File: src/rtl/pc_stack_pkg.sv
// pc_stack_pkg: shared constants for the return-address stack.
//   PC_STACK_DEPTH  default number of return-address entries
//   PC_STACK_AW     default return-address width
//   PC_STACK_PTR_W  top-pointer width for the default depth
//   ptrW()/cntW()   pointer/count widths for an arbitrary depth
package pc_stack_pkg;

    localparam int PC_STACK_DEPTH = 8;
    localparam int PC_STACK_AW    = 12;
    localparam int PC_STACK_PTR_W = $clog2(PC_STACK_DEPTH);

    function automatic int ptrW(input int depth);
        return $clog2(depth);
    endfunction

    // count must reach DEPTH itself, so one bit wider than the pointer
    function automatic int cntW(input int depth);
        return $clog2(depth) + 1;
    endfunction

endpackage

File: src/rtl/pc_stack_if.sv
// pc_stack_if: call/return port of the PC stack.
//   master drives push/pop/pushData (the sequencer),
//   slave (the stack) returns popData/empty/full/count.
// Optional macro PC_STACK_OVF_TRAP_EN adds sticky overflow/underflow flags.
interface pc_stack_if
    import pc_stack_pkg::*;
#(
    parameter int DEPTH = PC_STACK_DEPTH,
    parameter int AW    = PC_STACK_AW
);
    logic                     push;
    logic                     pop;
    logic [AW-1:0]            pushData;
    logic [AW-1:0]            popData;
    logic                     empty;
    logic                     full;
    logic [cntW(DEPTH)-1:0]   count;
`ifdef PC_STACK_OVF_TRAP_EN
    logic                     overflow;
    logic                     underflow;
`endif

    modport master (
        output push, pop, pushData,
`ifdef PC_STACK_OVF_TRAP_EN
        input  overflow, underflow,
`endif
        input  popData, empty, full, count
    );

    modport slave (
        input  push, pop, pushData,
`ifdef PC_STACK_OVF_TRAP_EN
        output overflow, underflow,
`endif
        output popData, empty, full, count
    );

endinterface

File: src/rtl/pc_stack_regfile.sv
// stack_regfile: entry storage for pc_stack.
//   clock  write clock
//   we/wAddr/wData  synchronous write port
//   rAddr/rData     asynchronous read port
// No reset: entries are unobservable until written.
module stack_regfile
    import pc_stack_pkg::*;
#(
    parameter int DEPTH = PC_STACK_DEPTH,
    parameter int AW    = PC_STACK_AW
) (
    input  logic                   clock,
    input  logic                   we,
    input  logic [ptrW(DEPTH)-1:0] wAddr,
    input  logic [AW-1:0]          wData,
    input  logic [ptrW(DEPTH)-1:0] rAddr,
    output logic [AW-1:0]          rData
);

    logic [DEPTH-1:0][AW-1:0] mem;

    always_ff @(posedge clock) begin
        if (we) mem[wAddr] <= wData;
    end

    assign rData = mem[rAddr];

endmodule

File: src/rtl/pc_stack.sv
// pc_stack: circular-buffer return-address stack with zero-latency pop.
//   clock        rising-edge clock
//   init_signal  asynchronous active-high reset
//   bus          pc_stack_if.slave (push/pop/pushData in,
//                popData/empty/full/count[/overflow/underflow] out)
// Macro PC_STACK_OVF_TRAP_EN: push-when-full and pop-when-empty are ignored
// and latch sticky flags. Without it, push-when-full overwrites the oldest
// entry (the ring just keeps turning with count pinned at DEPTH).
module pc_stack
    import pc_stack_pkg::*;
#(
    parameter int DEPTH = PC_STACK_DEPTH,
    parameter int AW    = PC_STACK_AW
) (
    input logic       clock,
    input logic       init_signal,
    pc_stack_if.slave bus
);

    localparam int PW = ptrW(DEPTH);
    localparam int CW = cntW(DEPTH);

    logic [PW-1:0] tp, tpNext, tpPrev;
    logic [CW-1:0] cnt, cntNext;
    logic          isEmpty, isFull;
    logic          we;
    logic [PW-1:0] wAddr;
    logic [AW-1:0] rData;
`ifdef PC_STACK_OVF_TRAP_EN
    logic          ovfSet, unfSet, ovfQ, unfQ;
`endif

    // power-of-two depth: pointer arithmetic wraps for free
    assign tpPrev  = tp - PW'(1);
    assign isEmpty = (cnt == '0);
    assign isFull  = (cnt == CW'(DEPTH));

    always_comb begin
        tpNext  = tp;
        cntNext = cnt;
        we      = 1'b0;
        wAddr   = tp;
`ifdef PC_STACK_OVF_TRAP_EN
        ovfSet  = 1'b0;
        unfSet  = 1'b0;
`endif
        if (bus.push && bus.pop && !isEmpty) begin
            // call+return in one cycle: replace top in place
            we    = 1'b1;
            wAddr = tpPrev;
        end else if (bus.push) begin
            if (!isFull) begin
                we      = 1'b1;
                tpNext  = tp + PW'(1);
                cntNext = cnt + CW'(1);
            end else begin
`ifdef PC_STACK_OVF_TRAP_EN
                ovfSet = 1'b1;
`else
                we     = 1'b1;
                tpNext = tp + PW'(1);
`endif
            end
        end else if (bus.pop) begin
            if (!isEmpty) begin
                tpNext  = tpPrev;
                cntNext = cnt - CW'(1);
            end else begin
`ifdef PC_STACK_OVF_TRAP_EN
                unfSet = 1'b1;
`endif
            end
        end
    end

    always_ff @(posedge clock or posedge init_signal) begin
        if (init_signal) begin
            tp  <= '0;
            cnt <= '0;
        end else begin
            tp  <= tpNext;
            cnt <= cntNext;
        end
    end

`ifdef PC_STACK_OVF_TRAP_EN
    always_ff @(posedge clock or posedge init_signal) begin
        if (init_signal) begin
            ovfQ <= 1'b0;
            unfQ <= 1'b0;
        end else begin
            ovfQ <= ovfQ | ovfSet;
            unfQ <= unfQ | unfSet;
        end
    end
    assign bus.overflow  = ovfQ;
    assign bus.underflow = unfQ;
`endif

    // write is dropped while reset is held so the cycle is fully abandoned
    stack_regfile #(.DEPTH(DEPTH), .AW(AW)) uRegfile (
        .clock (clock),
        .we    (we && !init_signal),
        .wAddr (wAddr),
        .wData (bus.pushData),
        .rAddr (tpPrev),
        .rData (rData)
    );

    assign bus.popData = isEmpty ? '0 : rData;
    assign bus.empty   = isEmpty;
    assign bus.full    = isFull;
    assign bus.count   = cnt;

endmodule

File: src/flat_wrapper.sv
// flat-port wrapper written by rule: the top's interface ports become plain ports
module pc_stack_flat import pc_stack_pkg::*;
#(
    parameter int DEPTH = PC_STACK_DEPTH,
    parameter int AW    = PC_STACK_AW
)
  (clock, init_signal, bus_push, bus_pop, bus_pushData, bus_popData, bus_empty, bus_full, bus_count);
  pc_stack_if #(.DEPTH(DEPTH), .AW(AW)) bus_i ();
  input logic clock;
  input logic init_signal;
  input wire logic [$bits(bus_i.push)-1:0] bus_push;
  input wire logic [$bits(bus_i.pop)-1:0] bus_pop;
  input wire logic [$bits(bus_i.pushData)-1:0] bus_pushData;
  output wire logic [$bits(bus_i.popData)-1:0] bus_popData;
  output wire logic [$bits(bus_i.empty)-1:0] bus_empty;
  output wire logic [$bits(bus_i.full)-1:0] bus_full;
  output wire logic [$bits(bus_i.count)-1:0] bus_count;
  assign bus_i.push = bus_push;
  assign bus_i.pop = bus_pop;
  assign bus_i.pushData = bus_pushData;
  assign bus_popData = bus_i.popData;
  assign bus_empty = bus_i.empty;
  assign bus_full = bus_i.full;
  assign bus_count = bus_i.count;
  pc_stack #(.DEPTH(DEPTH), .AW(AW)) u_core (.clock(clock), .init_signal(init_signal), .bus(bus_i));
endmodule
File: config.mk
export PLATFORM = sky130hd
export DESIGN_NAME = pc_stack_flat
export DESIGN_NICKNAME = d
export VERILOG_FILES = /design/src/rtl/pc_stack_pkg.sv /design/src/rtl/pc_stack_if.sv /design/src/rtl/pc_stack_regfile.sv /design/src/rtl/pc_stack.sv /design/src/flat_wrapper.sv
export SDC_FILE = /design/constraint.sdc
export NUM_CORES = 1
export LEC_CHECK = 0
export CAP_MARGIN = 40
export CORE_MARGIN = 10
export CORE_UTILIZATION = 50
export DETAILED_ROUTE_END_ITERATION = 6
export PLACE_DENSITY = 0.71
export SETUP_SLACK_MARGIN = 0.2
export SLEW_MARGIN = 20
export SYNTH_ARGS = -nofsm -noshare
export SYNTH_HDL_FRONTEND = slang
export SYNTH_HIERARCHICAL = 1
export SYNTH_SLANG_ARGS = --single-unit
export TNS_END_PERCENT = 30
File: constraint.sdc
create_clock -name clock -period 8.35 [get_ports clock]
set_input_delay 0.835 -clock clock [delete_from_list [all_inputs] [get_ports clock]]
set_output_delay 0.835 -clock clock [all_outputs]
set_load 0.03 [all_outputs]
==> reports/qor.txt, run 1 <==
Outcome: complete, no violations
Final nets: 286
Number of synthesized register bits: 103
Top post-synthesis cells by area: edfxtp_1 (66%), mux4_1 (13%), dfrtp_1 (4.0%)
Synth warnings: 6
Kind of end point of the critical path: primary output
Die Height: 114 µm
Mapped Nets: 242
Final worst-path cycle share: 54.9%
Lkg Pwr: 1.75 nW
Post-CTS Resized: 0
Die footprint: 12900 µm²
Row cnt: 34
Synth top cells by count: edfxtp_1 (96), mux4_1 (21), mux2_2 (12), nor2b_1 (12), nor2_1 (10)
Total track usage: 12.4%
Worst EP required: 7520 ps
Final setup fails: 0
Peak fanout along the critical path: 25
CTS Buf Count: 9
First-pass GRT wire length: 12200 µm
Synth cell types: 34
Min Clock Period, post-route: 4580 ps
Core area: 8640 µm²
Yosys top cell area share: 65.7%
H-tree depth: 3
Rel. slew slack: 46.4%
Post-route ant nets: 0
Fmax: 218 MHz
WL/cell: 20.3 µm
Final Skew: 14.1 ps
Mean Syn Cell Area: 19.9 µm²
Initial antenna violation count: 0
Post-DP HPWL: 4970 µm
RSZ-0062 raised after global routing: no
VDD IR-drop max: 0.000199 V
Yosys top cell by area: edfxtp_1
Final wirelength: 7690 µm
Post-synthesis sequential area ratio: 69.7%
GRT overflow: 0
Cells after Synth: 221
CTS tree: yes
PnR Total Power: 1.99 mW
Initial cell density of the core: 50.8%
Startpoint Class: flop
# DRC: 0
Dpl cell area: 4890 µm²
Max-Cap Viols: 0
Setup_tns: 0 ps
Root buf cell: clkbuf_8
Hold Worst Slack: 589 ps
Post-Layout Cell Count: 378
ANT cells: 0
Worst-skew pair later-pin latency: 360 ps
Ys flop type: edfxtp_1
Post-CTS Hold Fix Bufs: 0
Chip width: 114 µm
Count leader, synth: edfxtp_1
Bufs on Longest Clock Path: 2
Final RePlAce weighted congestion: 0.700
Slew Viols, Final: 0
Clk slew on worst S/H paths: 100 ps
Ports: 34
Area Overhead vs Synth: 16.7%
Critical path class: flop to primary output
DR pass1 iterations: 6
Layout cells sized above 1: 18.5%
Hold Path Class: flop to flop
Dpl cells: 362
CP arrival: 3750 ps
DR iter-0 viols: 92
Fin. Hold Viols: 0
TritonCTS sink count: 103
Post-synthesis async set-or-reset flop share: 6.80%
Mapped Area: 4390 µm²
Vias in the first global route: 2169
Vias/cell: 5.55
IO buf count: 33
Pwr/cell area: 388 nW/µm²
Largest net degree at the start of global routing: 26
Vias: 2098
Slew @ Worst Pin: 802 ps
Design area: 5120 µm²
Post-synth EDFFs: 96
Postcts setup bufs: 0
[path summary, 6_finish.rpt]
path	start	end	slack, ps	cells past startpoint
setup reg to reg	u_core/tp[0]	u_core/uRegfile/mem[80]	5110	7
max in group asynchronous	init_signal	u_core/tp[2]	7400	2
hold reg to reg	u_core/tp[2]	u_core/tp[2]	590	1
hold / removal	u_core/tp[2]	u_core/tp[2]	590	1
min in group asynchronous	init_signal	u_core/tp[1]	730	2
setup / recovery	u_core/tp[0]	bus_popData[0]	3770	9
[registers in the layout (all words and copies together) (netlist names)]
name and cells:
u_core/uRegfile/mem 96, u_core/bus.count 4, u_core/tp 3
[logic make-up (layout without fill, tap and decap cells)]
logic type | count (synthesis) | count (layout) | share of synthesized area (%)
flip-flops | 103 | 103 | 69.7
buffers and inverters | 15 | 64 | 1.94
adder cells (fa/ha/maj) | 6 | 6 | 1.82
multiplexers | 37 | 37 | 17.5
AND/OR/NAND/NOR | 38 | 38 | 4.53
AO/OA/AOI/OAI | 12 | 12 | 2.48
XOR/XNOR | 10 | 10 | 2.00
[report_power, final]
group	internal, mW	switching, mW
clock network	0.172	0.168
logic	0.474	0.502
registers	0.626	0.0461
[worst max-delay path, cell delays in order, from the launching register on]
cell and delay, ps:
dfrtp_1 440, inv_1 70, buf_4 360, ha_1 290
xor2_2 590, buf_4 320, mux4_2 310, mux2_2 270
nor2b_1 120, clkdlybuf4s50_1 600
[placed cells by master, fill, tap and decap left out, drive strengths merged]
| cell type | Yosys | layout |
|---|---|---|
| a211oi | 1 | 1 |
| a21oi | 4 | 4 |
| a31oi | 1 | 1 |
| and2 | 1 | 1 |
| and3 | 1 | 1 |
| buf | 8 | 10 |
| bufinv | 0 | 2 |
| clkbuf | 2 | 9 |
| clkdlybuf4s50 | 0 | 33 |
| clkinv | 0 | 3 |
| dfrtp | 7 | 7 |
| edfxtp | 96 | 96 |
| fa | 1 | 1 |
| ha | 4 | 4 |
| inv | 5 | 7 |
| maj3 | 1 | 1 |
| mux2 | 13 | 13 |
| mux4 | 24 | 24 |
| nand2 | 4 | 4 |
| nand2b | 3 | 3 |
| nand3 | 1 | 1 |
| nor2 | 10 | 10 |
| nor2b | 12 | 12 |
| nor3 | 3 | 3 |
| nor3b | 1 | 1 |
| nor4 | 1 | 1 |
| o21ai | 3 | 3 |
| o22ai | 1 | 1 |
| o311a | 1 | 1 |
| o41ai | 1 | 1 |
| or2 | 1 | 1 |
| xnor2 | 6 | 6 |
| xor2 | 4 | 4 |
[metal layers]
layer / up-vias / GRT usage (%) / wire length (µm)
met5: - / 0 / 0
met4: 0 / 5.08 / 80
met3: 6 / 2.52 / 262
met2: 29 / 20.2 / 3900
met1: 1080 / 15.8 / 3440
li1: 983 / - / -
[layout make-up]
type	instances	area [µm²]
clock buffer	9	124
clock inverter	7	104
fill	630	3520
inverter	5	18.8
multi-input combinational	103	1270
sequential	103	3060
tap	108	135
timing repair buffer	43	405
[metrics by stage]
| stage | utilization, % | worst slack (ps) |
|---|---|---|
| 3_3_place_gp | 56.5 | 4150 |
| 5_1_grt | 59.3 | 3500 |
| 4_1_cts | 59.3 | 3680 |
| 3_5_place_dp | 56.7 | 4100 |
| 2_1_floorplan | - | 5300 |
| 6_report | 59.3 | 3770 |
Power figures use the tool's default switching activity.
==> run 2, diff against run 1 <==
Settings changed: PLACE_DENSITY 0.71 to 0.74.
Clock period 8.35 ns to 3.8 ns, I/O delays scaled along.
==> run 2 against run 1 <==
Net effect:
- register-to-register slack got worse by 4000 ps
- cell count rose by 1.1%
- routed wire length rose by 2.9%
- count of clock-buffer cells in the layout did not move
- final area rose by 0.20%
- hold slack got worse by 310 ps
- sequential power rose by 120%
- first-iteration DRC count rose by 8.7%
- flip-flop and latch count did not move
- global-route usage rose by 0.51 points
- clock power rose by 110%
- sequential share of layout area fell by 0.12 points
- highest routed layer unchanged
==> reports/qor.txt, run 2 (synthesis results as in run 1) <==
CTS tree: yes
Startpoint Class: flop
Min Clock Period, post-route: 3380 ps
Design area: 5130 µm²
Area Overhead vs Synth: 16.9%
Hold Path Class: input port to async pin
Final Util: 59.4%
Final RePlAce weighted congestion: 0.743
Pwr/cell area: 853 nW/µm²
Dpl cells: 366
ANT cells: 0
Most frequent cells in the layout: edfxtp_1 (96), clkdlybuf4s50_1 (32), mux4_1 (21)
Slowest stage delay, CP: 620 ps
Die footprint: 12900 µm²
CP arrival: 3000 ps
Pre-CTS setup slack: 679 ps
Chip width: 114 µm
Filler cell count in the final layout: 650
Lkg Pwr: 1.77 nW
Layout cells sized above 1: 20.1%
Total track usage: 12.9%
Final worst-path cycle share: 89.1%
Final setup margin: 416 ps
Initial antenna violation count: 0
Post-DP HPWL: 5250 µm
Rel. slew slack: 57.5%
FF-to-FF setup slack: 1090 ps
VDD IR-drop max: 0.000602 V
CTS Buf Count: 9
Post-CTS Hold Fix Bufs: 0
Slew @ Worst Pin: 636 ps
Outcome: complete, no violations
Bufs on Longest Clock Path: 2
Postcts setup bufs: 0
Final setup fails: 0
DR iter-0 viols: 100
First-pass GRT wire length: 12500 µm
TritonCTS sink count: 103
Worst-skew pair later-pin latency: 370 ps
Row cnt: 34
H-tree depth: 3
Worst path slowest cell: clkdlybuf4s50_1
Crit-path cells: inv_1 > ha_1 > xor2_2 > buf_4 > mux4_1 > mux2_2 > nor2b_1 > clkdlybuf4s50_1
PnR Total Power: 4.37 mW
CP top delay family: buffers and inverters
Dpl cell area: 4910 µm²
Ports: 34
Buf/Inv on CP: 3
Vias in the first global route: 2239
Final wirelength: 7910 µm
Max-Cap Viols: 0
DR pass1 iterations: 4
Post-Layout Cell Count: 382
Clk slew on worst S/H paths: 100 ps
Hold Worst Slack: 283 ps
IO buf count: 33
Root buf cell: clkbuf_8
WL/cell: 20.7 µm
Worst EP required: 3420 ps
# DRC: 0
Critical path class: flop to primary output
Peak fanout along the critical path: 24
Slew Viols, Final: 0
Largest register FFs: 96
Vias: 2142
Kind of end point of the critical path: primary output
Fmax: 296 MHz
Final nets: 290
Setup_tns: 0 ps
Core area: 8640 µm²
Post-CTS Resized: 0
Commonest non-fill, non-tap cell in the layout: edfxtp_1
Largest net degree at the start of global routing: 25
Initial cell density of the core: 50.8%
Die Height: 114 µm
Final Skew: 9.30 ps
Vias/cell: 5.61
GRT overflow: 0
Fin. Hold Viols: 0
Post-route ant nets: 0
RSZ-0062 raised after global routing: no
Largest Register: u_core/uRegfile/mem
==> run 2: cell count changes in the layout (fill, tap and decap cells not counted) <==
cell and change:
buf_4 +5, clkinv_4 -2, bufinv_16 -1, inv_8 +1, clkdlybuf4s50_1 -1, nor3_2 +1, nor3_4 -1, clkinv_8 +1
inv_6 +1
==> run 2: worst paths after layout <==
kind,from,to,cells past startpoint
hold reg to reg,u_core/tp[2],u_core/tp[2],1
hold / removal,init_signal,u_core/tp[1],2
setup / recovery,u_core/tp[0],bus_popData[2],8
min in group clock,u_core/tp[2],u_core/tp[2],1
max in group asynchronous,init_signal,u_core/bus.count[1],2
setup reg to reg,u_core/bus.count[1],u_core/uRegfile/mem[8],6
==> run 2: layer usage <==
metal | global-route usage, % | up-vias | share of wire, %
met5 | 0 | - | 0
li1 | - | 985 | -
met1 | 15.8 | 1097 | 42
met3 | 2.68 | 14 | 4.2
met4 | 7.28 | 0 | 2.6
met2 | 20.8 | 46 | 51
==> run 2: layout make-up <==
type | instances | area, µm² | area share [%]
multi-input cells | 103 | 1270 | 24.7
flip-flops and latches | 103 | 3060 | 59.6
well taps | 108 | 135 | 2.63
clock inverters | 7 | 92.6 | 1.80
clock buffers | 9 | 124 | 2.41
repair buffers | 47 | 433 | 8.44
inverters | 5 | 18.8 | 0.366
==> run 2: where the power goes <==
part           switching (mW)  leakage, nW  internal, mW
clock network           0.394        0.109         0.322
registers               0.102        0.949          1.37
logic                    1.14        0.706          1.04
